`src/rtl/mmio_peripheral.sv`:
```
// Memory-mapped peripheral on the data bus: reloadable timer with IRQ,
// LED and 7-segment registers, and a free-running tick counter.
module mmio_peripheral #(
   parameter logic [31:0] BASE_ADDR = 32'h4000_0000
) (
   input  logic        clk,
   input  logic        reset,
   input  logic [31:0] Address,
   input  logic [31:0] Write_data,
   input  logic        MemRead,
   input  logic        MemWrite,
   output logic [31:0] Read_data,
   output logic        hit,
   output logic        irq,
   output logic [7:0]  leds,
   output logic [11:0] digits
);

   localparam logic [2:0] OFF_TH   = 3'd0;
   localparam logic [2:0] OFF_TL   = 3'd1;
   localparam logic [2:0] OFF_TCON = 3'd2;
   localparam logic [2:0] OFF_LED  = 3'd3;
   localparam logic [2:0] OFF_DIG  = 3'd4;
   localparam logic [2:0] OFF_TICK = 3'd5;

   logic [31:0] th;
   logic [31:0] tl;
   logic [2:0]  tcon;
   logic [7:0]  led_q;
   logic [11:0] dig_q;
   logic [31:0] systick;

   logic [2:0] offset;
   logic       in_window;
   logic       wr;
   logic       wr_th;
   logic       wr_tl;
   logic       wr_tcon;
   logic       wr_led;
   logic       wr_dig;
   logic       tl_max;
   logic       tmr_on;

   assign offset    = Address[4:2];
   assign in_window = (Address[31:5] == BASE_ADDR[31:5]);
   assign hit       = in_window && (offset <= OFF_TICK);

   assign wr      = MemWrite && hit;
   assign wr_th   = wr && (offset == OFF_TH);
   assign wr_tl   = wr && (offset == OFF_TL);
   assign wr_tcon = wr && (offset == OFF_TCON);
   assign wr_led  = wr && (offset == OFF_LED);
   assign wr_dig  = wr && (offset == OFF_DIG);

   assign tl_max = (tl == 32'hFFFF_FFFF);
   assign tmr_on = tcon[0];

   always_comb begin
      Read_data = '0;
      if (MemRead && hit) begin
         case (offset)
            OFF_TH:   Read_data = th;
            OFF_TL:   Read_data = tl;
            OFF_TCON: Read_data = {29'd0, tcon};
            OFF_LED:  Read_data = {24'd0, led_q};
            OFF_DIG:  Read_data = {20'd0, dig_q};
            OFF_TICK: Read_data = systick;
            default:  Read_data = '0;
         endcase
      end
   end

   // CPU stores win per register; TH writes never disturb a same-cycle reload.
   always_ff @(posedge clk or posedge reset) begin
      if (reset) begin
         th      <= '0;
         tl      <= '0;
         tcon    <= '0;
         led_q   <= '0;
         dig_q   <= '0;
         systick <= '0;
      end else begin
         systick <= systick + 32'd1;
         if (wr_th) th <= Write_data;
         if (wr_tl) begin
            tl <= Write_data;
         end else if (tmr_on) begin
            tl <= tl_max ? th : tl + 32'd1;
         end
         if (wr_tcon) begin
            tcon <= Write_data[2:0];
         end else if (tmr_on && tl_max && tcon[1]) begin
            tcon[2] <= 1'b1;
         end
         if (wr_led) led_q <= Write_data[7:0];
         if (wr_dig) dig_q <= Write_data[11:0];
      end
   end

   assign irq    = tcon[1] & tcon[2];
   assign leds   = led_q;
   assign digits = dig_q;

endmodule

```
`config.mk`:
```
export PLATFORM = sky130hd
export DESIGN_NAME = mmio_peripheral
export DESIGN_NICKNAME = d
export VERILOG_FILES = /design/src/rtl/mmio_peripheral.sv
export SDC_FILE = /design/constraint.sdc
export NUM_CORES = 1
export LEC_CHECK = 0
export ABC_CLOCK_PERIOD_IN_PS = 4740
export BUFFER_PORTS_ARGS = -buffer_cell sky130_fd_sc_hd__buf_2
export CAP_MARGIN = 20
export CORE_UTILIZATION = 55
export CTS_CLUSTER_DIAMETER = 120
export DETAILED_ROUTE_END_ITERATION = 10
export MAX_ROUTING_LAYER = met4
export PLACE_DENSITY = 0.81
export SLEW_MARGIN = 30
export SYNTH_ARGS = -nofsm -noshare
export SYNTH_HDL_FRONTEND = slang
export SYNTH_SLANG_ARGS = --single-unit
```
`constraint.sdc`:
```
create_clock -name clk -period 4.74 [get_ports clk]
set_input_delay 0.474 -clock clk [delete_from_list [all_inputs] [get_ports clk]]
set_output_delay 0.474 -clock clk [all_outputs]
set_load 0.03 [all_outputs]
```
### Yosys cells after proc, flatten, opt, wreduce, memory -nomap -nowiden

Cells that the tools add are included.
W data, S select, Z words.

* bits in registers: 119
* logic and storage cells: 38

* add/subtract/negate cells: 2
* order comparisons: 1
* equality and inequality tests: 7
* mux-type cells: 7
* bitwise logic cells: 1
* reductions and logical operators: 13

Operators by type and width (count)
* $pmux W32 S6: 1
* $mux W32: 4
* $add A32 B1 Y32 const B: 2
* $eq A32 B32 Y1 const B: 1
* $eq A27 B26 Y1 const B: 1
* $logic_and A1 B1 Y1: 10
* $eq A3 B2 Y1 const B: 2
* $eq A3 B3 Y1 const B: 2
* $reduce_bool A2 Y1: 2
* $eq A3 B1 Y1 const B: 1
* $le A3 B3 Y1 const B: 1
* $logic_not A3 Y1: 1
* $mux W1: 2
* $and A1 B1 Y1: 1

### Longest topological paths before layout

Gate-level depths: netlist (run 1).

* depth in word-level cells: 5
* depth in mapped cells: 9

### Worst setup path after synthesis (run 1)

OpenSTA, ideal clock, no wires.

* path type: input -> output
* start point: in Address[19]
* end point: out Read_data[12]
* arrival: 2790 ps
* required time: 4266 ps
* path slack: 1476 ps
* cell stages on the path: 8
* buffers on the path: 2
* cells stage by stage: nor4_1 nand4_2 a2111oi_4 nand2_2 or2_1 buf_6 buf_6 nor2_1

* word-level cells in the longest chain between the ends: 4

RTL lines
* from (decl): RTL line 8 `input logic [31:0] Address,`
* $eq A27 B26 Y1: RTL line 45 `assign in_window = (Address[31:5] == BASE_ADDR[31:5]);`
* $logic_and A1 B1 Y1: RTL line 46 `assign hit = in_window && (offset <= OFF_TICK);`
* via hit: RTL line 13 `output logic hit,`
* $logic_and A1 B1 Y1: RTL line 60 `if (MemRead && hit) begin`
* $mux W32: RTL line 60
* to (decl): RTL line 12 `output logic [31:0] Read_data,`

The timed path passes the listed nets, and every way through them passes these cells.

### Final worst setup path (run 1)

* start point: in Address[19]
* end point: out Read_data[31]

* word-level cells in the longest chain between the ends: 4

RTL lines (RTL line)
* $eq A27 B26 Y1: 45
* $logic_and A1 B1 Y1: 46
* $logic_and A1 B1 Y1: 60
* $mux W32: 60

No other way between the ends.

==> results.yml, run 1 <==
run:
  max_cap_viols: 0
clock_tree:
  cts_hold_buffers: 0
  cts.sink_count: 119
  clk_pin_slew_worst_paths_ps: 60
  postCtsSetupRepairBufs: 0
  cts_resized: 0
  tritoncts.num_buffers: 17
  cts_tree: "yes"
  cts_root_buf: "sky130_fd_sc_hd__clkbuf_16"
  ctsLongestPathBuffers: 2
  worstSkewPairLatency_ps: 420
  h_tree_levels: 4
pwr:
  sequentialPowerShare_pct: 42.8
  net-switching-power_mw: 0.545
  share_comb_of_total_power_pct: 4.9
  share_clk_of_total_power_pct: 52.3
  power_leakage_nw: 3.94
  power_density_nw_per_um2: 292
  p_int_mw: 1.83
  power.ir.vdd_worst_mv: 0.220
  sw_frac_of_total_pct: 23.0
yosys:
  synthArstFlopShare_pct: 100
  postSynthNetCount: 765
  yosysSeqAreaShare_pct: 43.3
  synth-edff-count: 0
  synth.top_cell.area_share_pct: 43.3
  syn-cell-area_um2: 6880
  synth_top_cells_by_area: "sky130_fd_sc_hd__dfrtp_1 (43%), sky130_fd_sc_hd__mux2_2 (9.7%), sky130_fd_sc_hd__mux2i_1 (5.2%)"
  yosys_warns: 0
  ys_seq_elements: 119
  synth_area_per_cell_um2: 9.90
  synthCells: 695
  synth_area_leader_cell: "sky130_fd_sc_hd__dfrtp_1"
  ys_types: 55
  postSynth.topFlopCell: "sky130_fd_sc_hd__dfrtp_1"
drt:
  first_pass_iters: 5
  detailedRoute.firstIterationViolations: 524
  wl_per_cell_um: 18.6
  vias: 6011
  via_per_inst: 6.11
  drt.antenna.violating_nets: 0
  route.detailed.drc: 0
  wl_mm: 18.3
timing:
  hold_violation_count_in_the_final_report: 0
  skew_ps: 10.4
  timing.final.max_slew_violations: 0
  setup-tns-final_ps: 0
  setup_slack_ps: 1360
  final.min_clock_period_ps: 3380
  slew_headroom_pct: 36.6
  grt_setup_unrepaired: "false"
  worst-slew-pin-transition_ps: 944
  final.hold.worst_slack_ps: 228
  timing.fmax_mhz: 296
  final_min_period_over_clock_period_pct: 71.2
  final-setup-viol-count: 0
global_route:
  overflow: 0
  grt_pass1_vias: 5966
  grt_pass1_wl_mm: 29.8
  grt_use_total_pct: 30.6
  number_of_antenna_violations_at_the_first_check_in_global_routing: 0
  maximum_number_of_pins_on_one_net_before_global_route_repair: 88
finish:
  seqCellArea_um2: 2980
  n_antenna_cell: 0
  final_cell_utilization_of_the_core_pct: 67.2
  area_of_combinational_cells_with_multiple_inputs_um2: 3660
  fillers: 978
  drive_gt1_share_pct: 29.2
  area_growth_pct: 18.2
  nets: 873
floorplan:
  die_width_um: 114
  core_area_um2: 12100
  rows: 40
  die-height_um: 114
  ioPinCount: 122
  start_util_pct: 56.8
  design.die.area_um2: 13000
worst_hold_path:
  holdCritPathClass: "in2async"
placed_design:
  number_of_input_and_output_port_buffers_inserted: 119
  worst_slack_after_detailed_placement_ps: 1340
  detailedPlacementHpwl_mm: 12.6
  globalplace.congestion: 0.851
critical_path:
  max_fanout_on_critical_path: 24
  timing_worst_setup_path_type: "in2out"
  cp_startpoint_kind: "input port"
  worstPathArrival_ps: 2900
  setup.worst_path.end_class: "primary output"
  critPathRequiredTime_ps: 4270
outcome:
  run_status: "finished, final reports clean"
-- state kept, by name, summed over array words and instances (netlist names) --
signal	cells
tl	32
tcon	3
systick	32
th	32
digits	12
leds	8
-- final timing paths --
check,start,endpoint,slack (ps),cells past startpoint
worst min register to register,systick[31],systick[31],490,1
max in group asynchronous,reset,th[0],3560,3
worst max-delay path,Address[19],Read_data[31],1360,8
worst min-delay path,reset,systick[16],230,2
worst max register to register,tl[1],tl[3],1900,7
min in group clk,Write_data[14],tl[14],280,2
-- cell type report --
class / count / share of cell area (%)
clock buffers: 19 / 5.32
clock inverters: 13 / 1.63
inverters: 19 / 0.938
multi-input cells: 520 / 45.0
flip-flops and latches: 119 / 36.6
well taps: 168 / 2.58
repair buffers: 126 / 7.97
-- metal layers --
layer / vias to the layer above / part of all wire (%) / global-route usage (%)
li1: 2737 / - / -
met1: 3006 / 42 / 37.5
met2: 241 / 51 / 51.8
met3: 27 / 5.9 / 5.26
met4: 0 / 1.3 / 9.52
met5: - / 0 / -
-- cells by family after synthesis --
kind of cell | count (synthesis) | share of synthesized area (%)
AOI/OAI and AO/OA | 118 | 10.8
muxes | 103 | 17.5
buffers and inverters | 56 | 3.67
xor gates and xnor gates | 37 | 4.71
adders and majority gates | 2 | 0.364
and+or+nand+nor | 260 | 19.7
DFF | 119 | 43.3
-- critical path, cell delays in order --
cell	delay, ps
sky130_fd_sc_hd__buf_2	100
sky130_fd_sc_hd__nor4_1	340
sky130_fd_sc_hd__nand4_2	280
sky130_fd_sc_hd__a2111oi_4	430
sky130_fd_sc_hd__nand2_2	220
sky130_fd_sc_hd__or2_1	600
sky130_fd_sc_hd__nor2_1	240
sky130_fd_sc_hd__buf_2	220
-- Yosys cell counts, drive strengths merged (17+ instances only) --
cell    number
clkbuf      20
dfrtp      119
inv         19
o21ai       33
nand2       50
a21oi       40
nand4       23
mux2        59
buf         17
mux2i       36
xnor2       25
nand3       37
nor2        73
-- placed cells by master (no fill, tap or decap), drive strengths merged, types with 3 or more instances in the layout --
master,synthesis,layout
a211oi,3,3
a21o,6,6
a21oi,40,40
a22o,5,5
a22oi,8,8
a31oi,3,3
and2,7,7
and3,16,16
and4,3,3
buf,17,126
clkbuf,20,19
clkinv,0,7
clkinvlp,0,4
dfrtp,119,119
inv,19,19
mux2,59,59
mux2i,36,36
mux4,8,8
nand2,50,50
nand2b,5,5
nand3,37,37
nand4,23,23
nor2,73,73
nor2b,5,5
nor3,13,13
nor3b,9,9
nor4,12,12
o21ai,33,33
o22a,4,4
o31ai,5,5
or2,3,3
or3,3,3
xnor2,25,25
xor2,12,12
-- power groups by stage --
stage | registers [mW] | clock network [mW] | logic, mW
after floorplan | 1.03 | 0 | 0.0628
after global placement | 1.03 | 0 | 0.111
after detailed placement | 1.03 | 0 | 0.115
after CTS | 1.02 | 1.24 | 0.116
after global routing | 1.02 | 1.29 | 0.127
final | 1.02 | 1.24 | 0.115
-- stage by stage --
step	cell area, µm²	total power, mW	cells
floorplan	6880	1.10	695
global placement	7560	1.15	952
detailed placement	7560	1.15	952
CTS	8130	2.38	984
global route	8140	2.43	984
finish	8140	2.37	984
Note: power is estimated with default switching activity, not from simulation.
==> run 2: changes to the inputs <==
--- a/config.mk
+++ b/config.mk
@@ -5,14 +5,14 @@
 export SDC_FILE = /design/constraint.sdc
 export NUM_CORES = 1
 export LEC_CHECK = 0
-export ABC_CLOCK_PERIOD_IN_PS = 4740
+export ABC_CLOCK_PERIOD_IN_PS = 2750
 export BUFFER_PORTS_ARGS = -buffer_cell sky130_fd_sc_hd__buf_2
 export CAP_MARGIN = 20
-export CORE_UTILIZATION = 55
+export CORE_UTILIZATION = 51
 export CTS_CLUSTER_DIAMETER = 120
 export DETAILED_ROUTE_END_ITERATION = 10
 export MAX_ROUTING_LAYER = met4
-export PLACE_DENSITY = 0.81
+export PLACE_DENSITY = 0.79
 export SLEW_MARGIN = 30
 export SYNTH_ARGS = -nofsm -noshare
 export SYNTH_HDL_FRONTEND = slang
==> constraint.sdc (replaced) <==
create_clock -name clk -period 2.75 [get_ports clk]
set_input_delay 0.275 -clock clk [delete_from_list [all_inputs] [get_ports clk]]
set_output_delay 0.275 -clock clk [all_outputs]
set_load 0.03 [all_outputs]
==> run 2 against run 1 <==
  * The flow now finishes with violations (hold timing)
  * Global-route usage decreased by 2.9 points
  * Utilization decreased by 3.5 points
  * Sequential power is 72% higher
  * Via count shrank 2.5%
  * Hold slack worse by 240 ps
  * Die area rose by 7.7%
  * Wire length decreased by 3.6%
  * Critical path depth up 1
  * Final area rose by 3.2%
  * Setup slack worse by 1100 ps
==> results.yml, run 2 (same netlist as run 1, synthesis figures left out) <==
timing:
  final.min_clock_period_ps: 2470
  skew_ps: 5.87
  setup-tns-final_ps: 0
  final-setup-viol-count: 0
  slew_headroom_pct: 47.8
  grt_setup_unrepaired: "false"
  worst-slew-pin-transition_ps: 781
  timing.fmax_mhz: 405
  hold_violation_count_in_the_final_report: 20
  timing.final.max_slew_violations: 0
  final_min_period_over_clock_period_pct: 89.9
  final.hold.worst_slack_ps: -13.8
drt:
  vias: 5861
  wl_mm: 17.7
  via_per_inst: 5.79
  first_pass_iters: 5
  route.detailed.drc: 0
  drt.antenna.violating_nets: 0
  detailedRoute.firstIterationViolations: 439
  wl_per_cell_um: 17.5
finish:
  final_cell_mix: "sky130_fd_sc_hd__dfrtp_1 (119), sky130_fd_sc_hd__buf_2 (119), sky130_fd_sc_hd__nor2_1 (73)"
  fillers: 1083
  nets: 894
  finalInstanceArea_um2: 8390
  n_antenna_cell: 0
  reg.largest.list: "systick x32, th x32, tl x32"
  area_of_combinational_cells_with_multiple_inputs_um2: 3650
  final_cell_utilization_of_the_core_pct: 63.6
  drive_gt1_share_pct: 30.7
  area_growth_pct: 21.9
  seqCellArea_um2: 2980
critical_path:
  buffers_inverters_on_critical_path: 3
  worstPathArrival_ps: 2200
  crit_chain: "buf_2 > nor4_1 > nand4_2 > a2111oi_4 > nand2_2 > or2_1 > buf_4 > nor2_1 > buf_2"
  cp_startpoint_kind: "input port"
  r2r_slack_ps: 420
  critPathRequiredTime_ps: 2480
  critical-path-top-cell-by-count: "sky130_fd_sc_hd__buf_2"
  critical-path-top-delay-family: "simple AND/OR/NAND/NOR gates"
  max_fanout_on_critical_path: 24
  timing.critical_path.slowest_cell_delay_ps: 360
  setup.worst_path.end_class: "primary output"
  timing_worst_setup_path_type: "in2out"
  critical-path-slowest-cell: "sky130_fd_sc_hd__nor4_1"
clock_tree:
  cts_resized: 0
  ctsLongestPathBuffers: 2
  worstSkewPairLatency_ps: 420
  h_tree_levels: 4
  clk_pin_slew_worst_paths_ps: 50
  cts_hold_buffers: 0
  cts_root_buf: "sky130_fd_sc_hd__clkbuf_16"
  tritoncts.num_buffers: 17
  cts_tree: "yes"
  cts.sink_count: 119
  postCtsSetupRepairBufs: 0
pwr:
  sequentialPowerShare_pct: 42.4
  share_clk_of_total_power_pct: 52.6
  power_leakage_nw: 4.09
  p_int_mw: 3.23
  power.ir.vdd_worst_mv: 0.396
  share_comb_of_total_power_pct: 5.1
  sw_frac_of_total_pct: 22.0
  power_density_nw_per_um2: 493
  net-switching-power_mw: 0.912
  fin_total_pwr_mw: 4.14
global_route:
  maximum_number_of_pins_on_one_net_before_global_route_repair: 36
  grt_pass1_vias: 5612
  grt_pass1_wl_mm: 28.9
  grt_use_total_pct: 27.7
  number_of_antenna_violations_at_the_first_check_in_global_routing: 0
  overflow: 0
placed_design:
  number_of_input_and_output_port_buffers_inserted: 119
  dpl-instance-area_um2: 7820
  detailedPlacementHpwl_mm: 12.4
  globalplace.congestion: 0.856
floorplan:
  design.die.area_um2: 14000
  core_area_um2: 13200
  die-height_um: 118
  ioPinCount: 122
  die_width_um: 118
  rows: 42
  start_util_pct: 52.2
worst_hold_path:
  holdCritPathClass: "in2async"
run:
  max_cap_viols: 0
outcome:
  violations_in_the_final_reports: "hold timing"
  run_status: "finished, violations left"
## run 2: cell types whose count changed in the layout (fill, tap and decap cells not counted), sizes merged
cell      change
buf          +21
clkbuf        +3
clkinv        -2
clkinvlp      -1
inv           -1
## run 2: path summary, 6_finish.rpt
kind	end	depth (start not counted)	from
worst min register to register	systick[31]	1	systick[31]
worst max register to register	tl[13]	9	tl[1]
worst min-delay path	systick[18]	2	reset
max in group asynchronous	th[2]	4	reset
worst max-delay path	Read_data[14]	9	Address[19]
min in group clk	tl[12]	3	Write_data[12]
## run 2: power groups by stage
stage	Clock (mW)	Sequential, mW	Combinational (mW)
6_report	2.17	1.75	0.211
5_1_grt	2.30	1.75	0.231
4_1_cts	2.19	1.75	0.213
3_5_place_dp	0	1.78	0.211
3_3_place_gp	0	1.78	0.210
2_1_floorplan	0	1.78	0.109
## run 2: cell type report
type	count	area share, %
clock inverters	9	1.19
flip-flops and latches	119	35.5
well taps	176	2.62
inverters	19	0.894
clock buffers	22	5.65
repair buffers	147	10.6
multi-input cells	520	43.5
## run 2: metal layers
layer  vias to the layer above  part of all wire [%]  global-route usage [%]
met4                         0                   1.7                    9.54
met5                         -                     0                       -
li1                       2771                     -                       -
met3                        29                   5.9                    6.47
met1                      2866                    44                    36.0
met2                       195                    48                    42.6
## run 2: per-stage QoR
stage	std cells	worst slack, ps
global placement	981	286
finish	1012	278
detailed placement	981	267
global route	1012	87.6
CTS	1012	267
floorplan	695	-80.2
==> run 3: changes to the inputs <==
--- a/config.mk
+++ b/config.mk
@@ -13,6 +13,7 @@
 export DETAILED_ROUTE_END_ITERATION = 10
 export MAX_ROUTING_LAYER = met4
 export PLACE_DENSITY = 0.79
+export RECOVER_POWER = 25
 export SLEW_MARGIN = 30
 export SYNTH_ARGS = -nofsm -noshare
 export SYNTH_HDL_FRONTEND = slang
==> run 3 against run 2 <==
  * Sequential power is essentially flat
  * Combinational power shrank 3%
  * Setup slack gained 3.5 ps
  * Hold slack gained 81 ps
  * The run ends with capacitance limit, slew limit left
  * Highest routed layer unchanged
  * Utilization shrank 0.25 points
  * Via count grew 0.55%
  * Sequential share of layout area grew 0.14 points
  * Clock-buffer cell count is the same
==> results.yml, run 3 (same netlist as run 1, synthesis figures left out) <==
drt:
  first_pass_iters: 5
  wl_per_cell_um: 17.5
  detailedRoute.firstIterationViolations: 490
  via_per_inst: 5.82
  drt.antenna.violating_nets: 0
  wl_mm: 17.7
  route.detailed.drc: 0
  vias: 5893
placed_design:
  globalplace.congestion: 0.856
  worst_slack_after_detailed_placement_ps: 267
  dpl-instance-area_um2: 7820
  detailedPlacementHpwl_mm: 12.4
  number_of_input_and_output_port_buffers_inserted: 119
outcome:
  run_status: "finished, violations left"
  violations_in_the_final_reports: "capacitance limit, slew limit"
timing:
  final-setup-viol-count: 0
  timing.final.max_slew_violations: 36
  worst-slew-pin-transition_ps: 1530
  setup-tns-final_ps: 0
  timing.fmax_mhz: 405
  skew_ps: 5.89
  setup_slack_ps: 282
  hold_violation_count_in_the_final_report: 0
  slew_headroom_pct: -2.82
  grt_setup_unrepaired: "false"
  final_min_period_over_clock_period_pct: 89.8
  final.min_clock_period_ps: 2470
critical_path:
  max_fanout_on_critical_path: 24
  r2r_slack_ps: 440
  critical-path-slowest-cell: "sky130_fd_sc_hd__nor4_1"
  timing.rr.end: "tl[6]"
  critical-path-top-cell-by-count: "sky130_fd_sc_hd__buf_2"
  count_of_cells_along_the_worst_register_to_register_path: 9
  reg2reg_from: "tl[1]"
  startpoint: "Address[19]"
  timing_worst_setup_path_type: "in2out"
  setup.worst_path.end_class: "primary output"
  worstPathArrival_ps: 2190
  cp_startpoint_kind: "input port"
  crit_end: "Read_data[14]"
  crit_chain: "buf_2 > nor4_1 > nand4_2 > a2111oi_4 > nand2_2 > or2_1 > buf_4 > nor2_1 > buf_2"
  timing.critical_path.slowest_cell_delay_ps: 360
  critPathRequiredTime_ps: 2480
clock_tree:
  cts_resized: 0
  cts_hold_buffers: 0
  cts_root_buf: "sky130_fd_sc_hd__clkbuf_16"
  cts.sink_count: 119
  worstSkewPairLatency_ps: 430
  h_tree_levels: 4
  postCtsSetupRepairBufs: 0
  ctsLongestPathBuffers: 2
  tritoncts.num_buffers: 17
  clk_pin_slew_worst_paths_ps: 50
  cts_tree: "yes"
floorplan:
  design.die.area_um2: 14000
  start_util_pct: 52.2
  rows: 42
  ioPinCount: 122
  core_area_um2: 13200
  die_width_um: 118
  die-height_um: 118
global_route:
  grt_use_total_pct: 27.7
  grt_pass1_wl_mm: 28.9
  maximum_number_of_pins_on_one_net_before_global_route_repair: 36
  grt_pass1_vias: 5612
  overflow: 0
  number_of_antenna_violations_at_the_first_check_in_global_routing: 0
worst_hold_path:
  holdCritPathClass: "in2reg"
pwr:
  sequentialPowerShare_pct: 42.4
  fin_total_pwr_mw: 4.14
  net-switching-power_mw: 0.915
  power.ir.vdd_worst_mv: 0.401
  sw_frac_of_total_pct: 22.1
  share_comb_of_total_power_pct: 5.0
  p_int_mw: 3.22
  share_clk_of_total_power_pct: 52.7
  power_leakage_nw: 4.08
  power_density_nw_per_um2: 495
finish:
  n_antenna_cell: 0
  finalInstanceArea_um2: 8360
  area_growth_pct: 21.5
  drive_gt1_share_pct: 30.7
  final_cell_mix: "sky130_fd_sc_hd__dfrtp_1 (119), sky130_fd_sc_hd__buf_2 (119), sky130_fd_sc_hd__nor2_1 (73)"
  reg.largest.list: "systick x32, th x32, tl x32"
  nets: 894
  fillers: 1087
run:
  max_cap_viols: 1
## run 3: power by group through the flow
stage	Combinational [mW]	Sequential, mW	Clock, mW
floorplan	0.109	1.78	0
global placement	0.210	1.78	0
detailed placement	0.211	1.78	0
CTS	0.213	1.75	2.19
global route	0.225	1.75	2.30
finish	0.205	1.75	2.18
## run 3: worst max-delay path, delay by kind of cell
kind,cells,cell delay (ps)
simple gates,5,1080
buf+inv,3,530
compound gates,1,290
## run 3: per-stage QoR
step,hold slack (ps),utilization (%),instances
2_1_floorplan,390,-,695
3_3_place_gp,446,59.3,981
3_5_place_dp,447,59.3,981
4_1_cts,5.47,63.6,1012
5_1_grt,82.2,63.4,1012
6_report,66.8,63.4,1012
## run 3: how the worst min path moves through the flow
stage / startpoint / end / slack (ps) / cells past startpoint
finish: Write_data[12] / tl[12] / 70 / 3
CTS: reset / systick[18] / 5 / 2
global placement: reset / systick[17] / 450 / 2
detailed placement: reset / systick[18] / 450 / 2
floorplan: Write_data[13] / tl[13] / 390 / 2
global route: Write_data[30] / tl[30] / 80 / 3
## run 3: layout make-up
class                   count  area [µm²]  area share (%)
inverters                  19        72.6           0.868
multi-input cells         520        3650            43.7
clock inverters             9         100            1.20
flip-flops and latches    119        2980            35.6
clock buffers              22         474            5.67
well taps                 176         220            2.63
repair buffers            147         863            10.3
## run 3: layer usage
layer / track usage [%] / vias up / part of all wire [%]
met5: - / - / 0
met4: 9.54 / 0 / 1.5
met3: 6.47 / 23 / 5.6
met2: 42.6 / 205 / 48
met1: 36.0 / 2894 / 45
li1: - / 2771 / -
